===== config.mk =====
export PLATFORM = sky130hd
export DESIGN_NAME = lcd_write_sequencer
export DESIGN_NICKNAME = d
export VERILOG_FILES = /design/src/rtl/lcd_write_sequencer.sv
export SDC_FILE = /design/constraint.sdc
export NUM_CORES = 1
export LEC_CHECK = 0
export ABC_AREA = 0
export BUFFER_PORTS_ARGS = -buffer_cell sky130_fd_sc_hd__clkbuf_2
export CAP_MARGIN = 20
export CORE_ASPECT_RATIO = 0.6
export CORE_MARGIN = 2
export CORE_UTILIZATION = 30
export CTS_CLUSTER_DIAMETER = 100
export DETAILED_ROUTE_END_ITERATION = 10
export SLEW_MARGIN = 20
export SYNTH_ARGS = -nofsm -noshare
export SYNTH_HDL_FRONTEND = slang
export SYNTH_SLANG_ARGS = --single-unit

===== constraint.sdc =====
create_clock -name i_clk -period 2.38 [get_ports i_clk]
set_input_delay 0.238 -clock i_clk [delete_from_list [all_inputs] [get_ports i_clk]]
set_output_delay 0.238 -clock i_clk [all_outputs]
set_load 0.01 [all_outputs]

===== src/rtl/lcd_write_sequencer.sv =====
// -----------------------------------------------------------------------------
// lcd_write_sequencer
//
// Purpose:
//   Turns CPU stores to the LCD register into properly timed HD44780 bus
//   cycles. Each store arrives as a one-cycle strobe plus the stored word.
//   Commands are queued in a small FIFO and replayed one at a time with
//   setup, enable-pulse, hold and execution delays. Software therefore never
//   toggles EN itself and only needs the status flags for flow control.
//
// Ports:
//   i_clk        system clock
//   i_rst_n      asynchronous, active-low reset
//   i_wr         one-cycle store strobe from the output bank
//   i_wdata      stored word: [31]=ON, [30]=CTRL_ONLY, [9]=RS, [7:0]=DATA
//   i_clr_ovf    clears o_overflow (a same-edge overflow wins)
//   o_lcd_data   LCD DB[7:0]
//   o_lcd_rs     LCD register select
//   o_lcd_rw     LCD read/write, tied to write (0)
//   o_lcd_en     LCD enable strobe
//   o_lcd_on     LCD power/backlight enable
//   o_busy       queue non-empty or sequencer not idle
//   o_full       queue holds FIFO_DEPTH entries
//   o_overflow   sticky: a command write was dropped
// -----------------------------------------------------------------------------
module lcd_write_sequencer #(
    parameter int FIFO_DEPTH  = 4,
    parameter int T_SETUP     = 2,
    parameter int T_PULSE     = 12,
    parameter int T_HOLD      = 2,
    parameter int T_EXEC      = 1850,
    parameter int T_EXEC_LONG = 76000
) (
    input  logic        i_clk,
    input  logic        i_rst_n,
    input  logic        i_wr,
    input  logic [31:0] i_wdata,
    input  logic        i_clr_ovf,
    output logic [7:0]  o_lcd_data,
    output logic        o_lcd_rs,
    output logic        o_lcd_rw,
    output logic        o_lcd_en,
    output logic        o_lcd_on,
    output logic        o_busy,
    output logic        o_full,
    output logic        o_overflow
);

    // Counter must hold the largest reload value of any phase.
    localparam int MAX_A   = (T_EXEC_LONG > T_EXEC)  ? T_EXEC_LONG : T_EXEC;
    localparam int MAX_B   = (T_PULSE > T_SETUP)     ? T_PULSE     : T_SETUP;
    localparam int MAX_C   = (MAX_B > T_HOLD)        ? MAX_B       : T_HOLD;
    localparam int CNT_MAX = (MAX_A > MAX_C)         ? MAX_A       : MAX_C;
    localparam int CNT_W   = $clog2(CNT_MAX + 1);
    localparam int PTR_W   = $clog2(FIFO_DEPTH);
    localparam int OCC_W   = $clog2(FIFO_DEPTH + 1);

    typedef enum logic [2:0] {
        S_IDLE,
        S_SETUP,
        S_PULSE,
        S_HOLD,
        S_EXEC
    } state_t;

    // Queue storage: {RS, DATA}
    logic [8:0]       mem [FIFO_DEPTH];
    logic [PTR_W-1:0] wr_ptr;
    logic [PTR_W-1:0] rd_ptr;
    logic [OCC_W-1:0] occ;
    logic [OCC_W-1:0] occ_next;

    state_t           state;
    logic [CNT_W-1:0] cnt;

    logic             cmd_wr;
    logic             q_full;
    logic             pop;
    logic             push;
    logic             drop;
    logic [8:0]       head;
    logic             fsm_idle_next;
    logic             is_long;
    logic [CNT_W-1:0] exec_load;

    // Bits of the stored word that carry no meaning for this block.
    logic             unused_wdata;
    assign unused_wdata = ^{i_wdata[29:10], i_wdata[8]};

    assign o_lcd_rw = 1'b0;

    // CTRL_ONLY writes only touch the power bit and never enter the queue.
    assign cmd_wr = i_wr & ~i_wdata[30];
    assign q_full = (occ == OCC_W'(FIFO_DEPTH));
    assign pop    = (state == S_IDLE) && (occ != '0);
    // A pop on the same edge frees a slot, so a full queue can still accept.
    assign push   = cmd_wr && (!q_full || pop);
    assign drop   = cmd_wr && q_full && !pop;
    assign head   = mem[rd_ptr];

    always_comb begin
        occ_next = occ;
        if (push && !pop) begin
            occ_next = occ + OCC_W'(1);
        end else if (pop && !push) begin
            occ_next = occ - OCC_W'(1);
        end
    end

    // True when the FSM will sit in IDLE after this edge; drives o_busy.
    assign fsm_idle_next = ((state == S_IDLE) && !pop) ||
                           ((state == S_EXEC) && (cnt == '0));

    // Clear display and return home need the long execution wait.
    assign is_long   = !o_lcd_rs && (o_lcd_data inside {8'h01, 8'h02, 8'h03});
    assign exec_load = is_long ? CNT_W'(T_EXEC_LONG - 1) : CNT_W'(T_EXEC - 1);

    // Queue storage carries no reset; occupancy decides what is valid.
    always_ff @(posedge i_clk) begin
        if (push) begin
            mem[wr_ptr] <= {i_wdata[9], i_wdata[7:0]};
        end
    end

    // Queue pointers and occupancy; pointers wrap naturally at a power of 2.
    always_ff @(posedge i_clk or negedge i_rst_n) begin
        if (!i_rst_n) begin
            wr_ptr <= '0;
            rd_ptr <= '0;
            occ    <= '0;
        end else begin
            if (push) begin
                wr_ptr <= wr_ptr + PTR_W'(1);
            end
            if (pop) begin
                rd_ptr <= rd_ptr + PTR_W'(1);
            end
            occ <= occ_next;
        end
    end

    // Status flags and the power/backlight bit.
    always_ff @(posedge i_clk or negedge i_rst_n) begin
        if (!i_rst_n) begin
            o_lcd_on   <= 1'b0;
            o_overflow <= 1'b0;
            o_full     <= 1'b0;
            o_busy     <= 1'b0;
        end else begin
            if (i_wr) begin
                o_lcd_on <= i_wdata[31];
            end
            if (drop) begin
                o_overflow <= 1'b1;
            end else if (i_clr_ovf) begin
                o_overflow <= 1'b0;
            end
            o_full <= (occ_next == OCC_W'(FIFO_DEPTH));
            o_busy <= (occ_next != '0) || !fsm_idle_next;
        end
    end

    // Bus sequencer: one shared down-counter times every phase.
    always_ff @(posedge i_clk or negedge i_rst_n) begin
        if (!i_rst_n) begin
            state      <= S_IDLE;
            cnt        <= '0;
            o_lcd_en   <= 1'b0;
            o_lcd_rs   <= 1'b0;
            o_lcd_data <= '0;
        end else begin
            unique case (state)
                S_IDLE: begin
                    o_lcd_en <= 1'b0;
                    if (pop) begin
                        o_lcd_rs   <= head[8];
                        o_lcd_data <= head[7:0];
                        cnt        <= CNT_W'(T_SETUP - 1);
                        state      <= S_SETUP;
                    end
                end
                S_SETUP: begin
                    if (cnt == '0) begin
                        cnt      <= CNT_W'(T_PULSE - 1);
                        o_lcd_en <= 1'b1;
                        state    <= S_PULSE;
                    end else begin
                        cnt <= cnt - CNT_W'(1);
                    end
                end
                S_PULSE: begin
                    if (cnt == '0) begin
                        cnt      <= CNT_W'(T_HOLD - 1);
                        o_lcd_en <= 1'b0;
                        state    <= S_HOLD;
                    end else begin
                        cnt <= cnt - CNT_W'(1);
                    end
                end
                S_HOLD: begin
                    if (cnt == '0) begin
                        cnt   <= exec_load;
                        state <= S_EXEC;
                    end else begin
                        cnt <= cnt - CNT_W'(1);
                    end
                end
                S_EXEC: begin
                    if (cnt == '0) begin
                        state <= S_IDLE;
                    end else begin
                        cnt <= cnt - CNT_W'(1);
                    end
                end
                default: begin
                    o_lcd_en <= 1'b0;
                    cnt      <= '0;
                    state    <= S_IDLE;
                end
            endcase
        end
    end

endmodule


* After elaboration in Yosys (flattened, before gate mapping)
Memory sizes are Yosys's and may differ from the RTL's. A register that Yosys moved wholly into a read port is not among the register bits.
Cells that the tools add are included.
** Cells by class
- Mux-type cells :: 22
- Eq/ne operators :: 15
- Bitwise logic cells :: 3
- Reductions and logical operators :: 29
- Add/sub/neg operators :: 5
** Operators with widths (count)
- 2-to-1 mux 17 bit :: 6
- case mux 17 bit (5 select lines) :: 1
- 2-to-1 mux 3 bit :: 7
- logical NOT 17 bit :: 1
- subtractor 17 x 1 -> 17 bit, second input constant :: 1
- == test 8 x 2 -> 1 bit, second input constant :: 2
- case mux 3 bit (5 select lines) :: 1
- != test 2 bit, second input constant :: 5
- == test 3 bit, second input constant :: 3
- logical AND 1 bit :: 9
- nonzero test 3 bit :: 3
- == test 8 x 1 -> 1 bit, second input constant :: 1
- == test 3 x 2 -> 1 bit, second input constant :: 2
- logical NOT 1 bit :: 6
- 2-to-1 mux 1 bit :: 6
- AND reduction 5 bit :: 1
- adder 2 x 1 -> 2 bit, second input constant :: 2
- AND reduction 2 bit :: 2
- adder 3 x 1 -> 3 bit, second input constant :: 1
- == test 3 x 1 -> 1 bit, second input constant :: 1
- logical NOT 3 bit :: 1
- logical OR 1 bit :: 3
- case mux 1 bit (3 select lines) :: 1
- AND reduction 3 bit :: 1
- other kinds (6) :: 7
** Word-level totals
- Output and inout bits :: 15
- RAM bits :: 36
- Memories :: 1
- Flip-flop bits (word level) :: 32
- Input bits :: 36
** Memory list
- mem :: words 4, width 9, rd ports 1, clocked after memory_dff 1, write ports 1, line 67 : logic [8:0] mem [FIFO_DEPTH];

* Depth between registers and ports, before layout
- Word-level depth :: 10
- Mapped depth :: 9

* Least setup slack after synthesis
No wires, ideal clock.
- Path kind :: flip-flop to flip-flop
- From :: reg cnt[0]
- To :: reg cnt[1]
- Stages on the path, launching flop included :: 8
- Data required time :: 2290 ps
- Arrival time :: 1955 ps
- Setup time :: 90 ps
- Path slack :: 335 ps
- Cells stage by stage :: dfrtp_1 -> inv_1 -> ha_1 -> nor4b_1 -> nand4_2 -> and2_0 -> or4_1 -> o221ai_1
** On the way
- Longest elaborated chain between the ends :: 3
** RTL lines
- start, declared :: line 74 : logic [CNT_W-1:0] cnt;
- start signal, assigned :: line 178 : cnt <= CNT_W'(T_SETUP - 1);
- start signal, assigned :: line 184 : cnt <= CNT_W'(T_PULSE - 1);
- start signal, assigned :: line 188 : cnt <= cnt - CNT_W'(1);
- subtractor 17 x 1 -> 17 bit / logical NOT 17 bit (equally long branches)
- 2-to-1 mux 17 bit (tied with other cells) :: line 209 : if (cnt == '0) begin
- case mux 17 bit (5 select lines) / AND reduction 2 bit (equally long branches)
Parallel ways exist; a longest one is shown, timed or not. The select of a mux whose other input is x is not followed.
A chain may end at the register's enable or synchronous reset.

* Worst setup path after layout
- From :: reg cnt[13]
- To :: reg cnt[5]
** On the way
- Longest elaborated chain between the ends :: 3
** RTL lines
- logical NOT 17 bit *
- 2-to-1 mux 17 bit (tied with other cells) :: line 201 : if (cnt == '0) begin
- case mux 17 bit (5 select lines) / AND reduction 2 bit (equally long branches)
Every way passes the cells marked *; elsewhere a longest branch is shown, timed or not.

==> results.cfg <==
[sta]
final.min_clock_period_ps = 2260
finalSetupViolCount = 0
rsz0062_at_grt = true
worst_hold_slack_ps = 24.7
slew-limit-headroom_pct = 37.6
timing.final.crit_share_pct = 94.9
slew_viol_final = 0
highest_attainable_clock_frequency_mhz = 443
finalWorstSetupSlack_ps = 122
hold_viol_final = 0
skew_ps = 10.6
tightestPinTransition_ps = 937

[worst_setup_path]
endpoint_kind = register
r2r_end = cnt[5]$_DFFE_PN0P_
cp_slowest_stage_delay_ps = 520
r2r_setup_slack_ps = 120
critPathArrivalTime_ps = 2480
slowest_stage = sky130_fd_sc_hd__nor4_2
required_time_at_the_endpoint_of_the_critical_path_ps = 2610
crit_chain = nor4_2 -> nand4_2 -> nand2_2 -> o21ai_0 -> a221o_1
reg2reg_depth = 5
worst_setup_path_start_kind = register
worst_setup_path_startpoint = cnt[13]$_DFFE_PN0P_
regToRegStartpoint = cnt[13]$_DFFE_PN0P_
critical_path_peak_fanout = 10
critPathKind = reg -> reg
critical-path-top-delay-family = simple AND/OR/NAND/NOR gates
crit_buf_inv = 0

[outcome]
outcome = finished clean

[logic_synthesis]
synth-simple-area-share_pct = 16.9
synth.cell_area_um2 = 3830
dominant_combinational_cell_family_by_area_after_synthesis = simple AND/OR/NAND/NOR gates
yosysWarnings = 0
syn_nets = 363
avgSynthCellArea_um2 = 12.0
synth_enable_flop_cells = 36
syn_inst = 318
ys_dominant_reg_cell = sky130_fd_sc_hd__dfrtp_1
synth.yosys.seq_area_share_pct = 55.0
synth_compound_area_share_pct = 11.7
synth-xor-area-share_pct = 1.83
postSynthRegisterBits = 77
synth-async-reset-ratio_pct = 53.2
synth-adder-area-share_pct = 2.94
synth.area.mux_share_pct = 8.49
yosysUniqueCellTypes = 61

[placed_design]
dp.final_hpwl_um = 6340
gpl.final_weighted_congestion = 0.876
placed_cells_incl_taps = 517
post-place-ws_ps = 180
placement.cell_area_um2 = 4260
numPortBuffers = 28

[floorplan]
floorplan.die_area_um2 = 13700
placeableCoreArea_um2 = 12300
placement_rows = 31
number_of_ports_placed_on_the_die_boundary = 51
die_h_um = 91.5
start_util_pct = 31.2
die_width_um = 150

[global_route]
grt-ovfl-total = 0
grtUsageTotal_pct = 13.7
grt_first_pass_wirelength_um = 14200
grt_max_degree = 39
first_global_vias = 2686
antenna_found_initial = 0

[routing]
wl_um = 8670
detailroute.via_count = 2724
post_detailed_route_count_of_antenna_violating_nets = 0
detailedRoute.firstPassIterationCount = 4
drc = 0
drt_first_iter_violations = 195
vias_per_cell = 5.11
wire_per_inst_um = 16.3

[power]
cellPowerDensity_nw_per_um2 = 738
max-vdd-ir-drop_v = 0.000393
leakage_nw = 1.75

[clocking]
clk-insertion-delay-late_ps = 350
htree_levels = 3
clkSlewWorstSetupHoldPaths_ps = 70
clock-sinks = 77
holdBufCountCts = 0
clk_path_buf_depth = 2
tritoncts_clock_tree = built
post_cts.resized_instances = 0
cts.root.buffer_cell = sky130_fd_sc_hd__clkbuf_16
cts-buffers-inserted = 9
post_cts.repair.setup_buffers = 0

[layout]
flow.area_growth_from_synthesis_pct = 18.8
stdcell_area_um2 = 4550
proportion_of_layout_cells_with_a_drive_suffix_above_1_pct = 26.6
multi_input_area_um2 = 1610
num-fill-cells = 1206
regArea_um2 = 2110
total_inserted_antenna_cells = 0
design.final.nets = 408
finish.utilization_pct = 37.1
finish.cell_count_without_fillers = 533

[hold_path]
hp-class = in -> async

[run]
drv.max_cap_violation_count = 0
routing by layer:
metal  wire (um)  track usage (%)  part of all wire [%]
met2        3340             17.5                    39
met1        4610             21.5                    53
met3         621             4.82                   7.2
met4          93             3.69                   1.1
met5           0                0                     0
worst register-to-register path, cell delays in order (launching register included):
cell                      delay, ps
sky130_fd_sc_hd__dfrtp_1        460
sky130_fd_sc_hd__nor4_2         520
sky130_fd_sc_hd__nand4_2        340
sky130_fd_sc_hd__nand2_2        300
sky130_fd_sc_hd__o21ai_0        140
sky130_fd_sc_hd__a221o_1        370
cell families (layout without fill, tap and decap cells):
family | count (synthesis) | after routing
buffers and inverters | 25 | 75
muxes | 20 | 20
xor gates and xnor gates | 8 | 8
other | 1 | 1
AOI/OAI and AO/OA | 65 | 65
adders and majority gates | 9 | 9
and+or+nand+nor | 113 | 113
DFF | 77 | 77
area by class of cell:
class,count,share of cell area (%)
timing repair buffer,50,6.71
inverter,9,0.743
tap,165,4.54
sequential,77,46.3
clock inverter,7,1.43
clock buffer,9,4.95
multi-input combinational,216,35.3
layout by cell type, fill, tap and decap left out, types with 3 or more instances in the layout:
| cell type | count |
|---|---|
| sky130_fd_sc_hd__dfrtp_1 | 41 |
| sky130_fd_sc_hd__edfxtp_1 | 36 |
| sky130_fd_sc_hd__clkbuf_2 | 27 |
| sky130_fd_sc_hd__nand2_1 | 22 |
| sky130_fd_sc_hd__buf_4 | 22 |
| sky130_fd_sc_hd__nor2_1 | 20 |
| sky130_fd_sc_hd__o21ai_0 | 18 |
| sky130_fd_sc_hd__nor3_1 | 14 |
| sky130_fd_sc_hd__nand3_1 | 11 |
| sky130_fd_sc_hd__mux2_2 | 10 |
| sky130_fd_sc_hd__a21oi_1 | 10 |
| sky130_fd_sc_hd__inv_1 | 9 |
| sky130_fd_sc_hd__mux4_2 | 9 |
| sky130_fd_sc_hd__ha_1 | 9 |
| sky130_fd_sc_hd__clkbuf_16 | 9 |
| sky130_fd_sc_hd__xnor2_1 | 6 |
| sky130_fd_sc_hd__nor4_1 | 6 |
| sky130_fd_sc_hd__and3_1 | 5 |
| sky130_fd_sc_hd__nor3b_1 | 5 |
| sky130_fd_sc_hd__nor2b_1 | 4 |
| sky130_fd_sc_hd__o211ai_1 | 3 |
| sky130_fd_sc_hd__and2_1 | 3 |
| sky130_fd_sc_hd__or4_1 | 3 |
| sky130_fd_sc_hd__a21o_1 | 3 |
| sky130_fd_sc_hd__a22oi_1 | 3 |
| sky130_fd_sc_hd__o2bb2ai_1 | 3 |
| sky130_fd_sc_hd__a211o_1 | 3 |
| sky130_fd_sc_hd__a221o_1 | 3 |
| sky130_fd_sc_hd__a31oi_1 | 3 |
| sky130_fd_sc_hd__inv_6 | 3 |
how the worst max path moves through the flow:
stage | end | slack (ps) | depth (start not counted)
floorplan | cnt[1]$_DFFE_PN0P_ | 330 | 7
global placement | cnt[12]$_DFFE_PN0P_ | 160 | 6
detailed placement | cnt[12]$_DFFE_PN0P_ | 180 | 6
CTS | cnt[12]$_DFFE_PN0P_ | 140 | 6
global route | cnt[5]$_DFFE_PN0P_ | -10 | 8
finish | cnt[5]$_DFFE_PN0P_ | 120 | 5
synth_stat cells, types with 2 or more instances:
cell	n	area [um2]
sky130_fd_sc_hd__o32ai_1	2	17.5
sky130_fd_sc_hd__and2_1	3	18.8
sky130_fd_sc_hd__a211o_1	3	26.3
sky130_fd_sc_hd__nor4_1	6	37.5
sky130_fd_sc_hd__nor3b_1	5	37.5
sky130_fd_sc_hd__a31oi_1	3	18.8
sky130_fd_sc_hd__o21ai_0	19	95.1
sky130_fd_sc_hd__nand2_1	22	82.6
sky130_fd_sc_hd__dfrtp_1	41	1030
sky130_fd_sc_hd__ha_1	9	113
sky130_fd_sc_hd__nor2b_1	4	25.0
sky130_fd_sc_hd__nor4_2	2	25.0
sky130_fd_sc_hd__o2bb2ai_1	3	26.3
sky130_fd_sc_hd__edfxtp_1	36	1080
sky130_fd_sc_hd__xor2_1	2	17.5
sky130_fd_sc_hd__o211ai_1	3	22.5
sky130_fd_sc_hd__or3_1	2	12.5
sky130_fd_sc_hd__inv_1	9	33.8
sky130_fd_sc_hd__clkbuf_1	9	33.8
sky130_fd_sc_hd__nand2b_1	2	12.5
sky130_fd_sc_hd__buf_6	2	22.5
sky130_fd_sc_hd__nor3b_2	2	25.0
sky130_fd_sc_hd__mux2_2	10	113
sky130_fd_sc_hd__nor3_1	14	70.1
sky130_fd_sc_hd__or4_1	3	22.5
sky130_fd_sc_hd__buf_2	3	15.0
sky130_fd_sc_hd__a22oi_1	3	22.5
sky130_fd_sc_hd__o21a_1	2	15.0
sky130_fd_sc_hd__nand3_1	11	55.1
sky130_fd_sc_hd__nor4b_1	2	17.5
sky130_fd_sc_hd__nor2_1	20	75.1
sky130_fd_sc_hd__mux4_2	9	203
sky130_fd_sc_hd__xnor2_1	6	52.6
sky130_fd_sc_hd__a21o_1	3	22.5
sky130_fd_sc_hd__a221o_1	3	30.0
sky130_fd_sc_hd__o22ai_1	2	12.5
sky130_fd_sc_hd__a21oi_1	10	50.1
sky130_fd_sc_hd__and3_1	5	31.3
power by group:
group,switching [W],internal (W)
Clock,0.000609,0.000733
Sequential,0.0000642,0.00152
Combinational,0.000255,0.000177
registers in the layout, summed over array words and instances, names as in the netlist:
name	flops
cnt	17
mem	36
o_lcd_on	1
o_busy	1
occ	3
state	3
o_lcd_rs	1
o_full	1
rd_ptr	2
o_lcd_en	1
o_overflow	1
o_lcd_data	8
wr_ptr	2
stage by stage:
stage	TNS, ps	total power [W]
2_1_floorplan	0	0.00188
3_3_place_gp	0	0.00202
3_5_place_dp	0	0.00205
4_1_cts	0	0.00339
5_1_grt	-13.8	0.00350
6_report	0	0.00336
No activity file was read; power rests on OpenSTA's default activity.
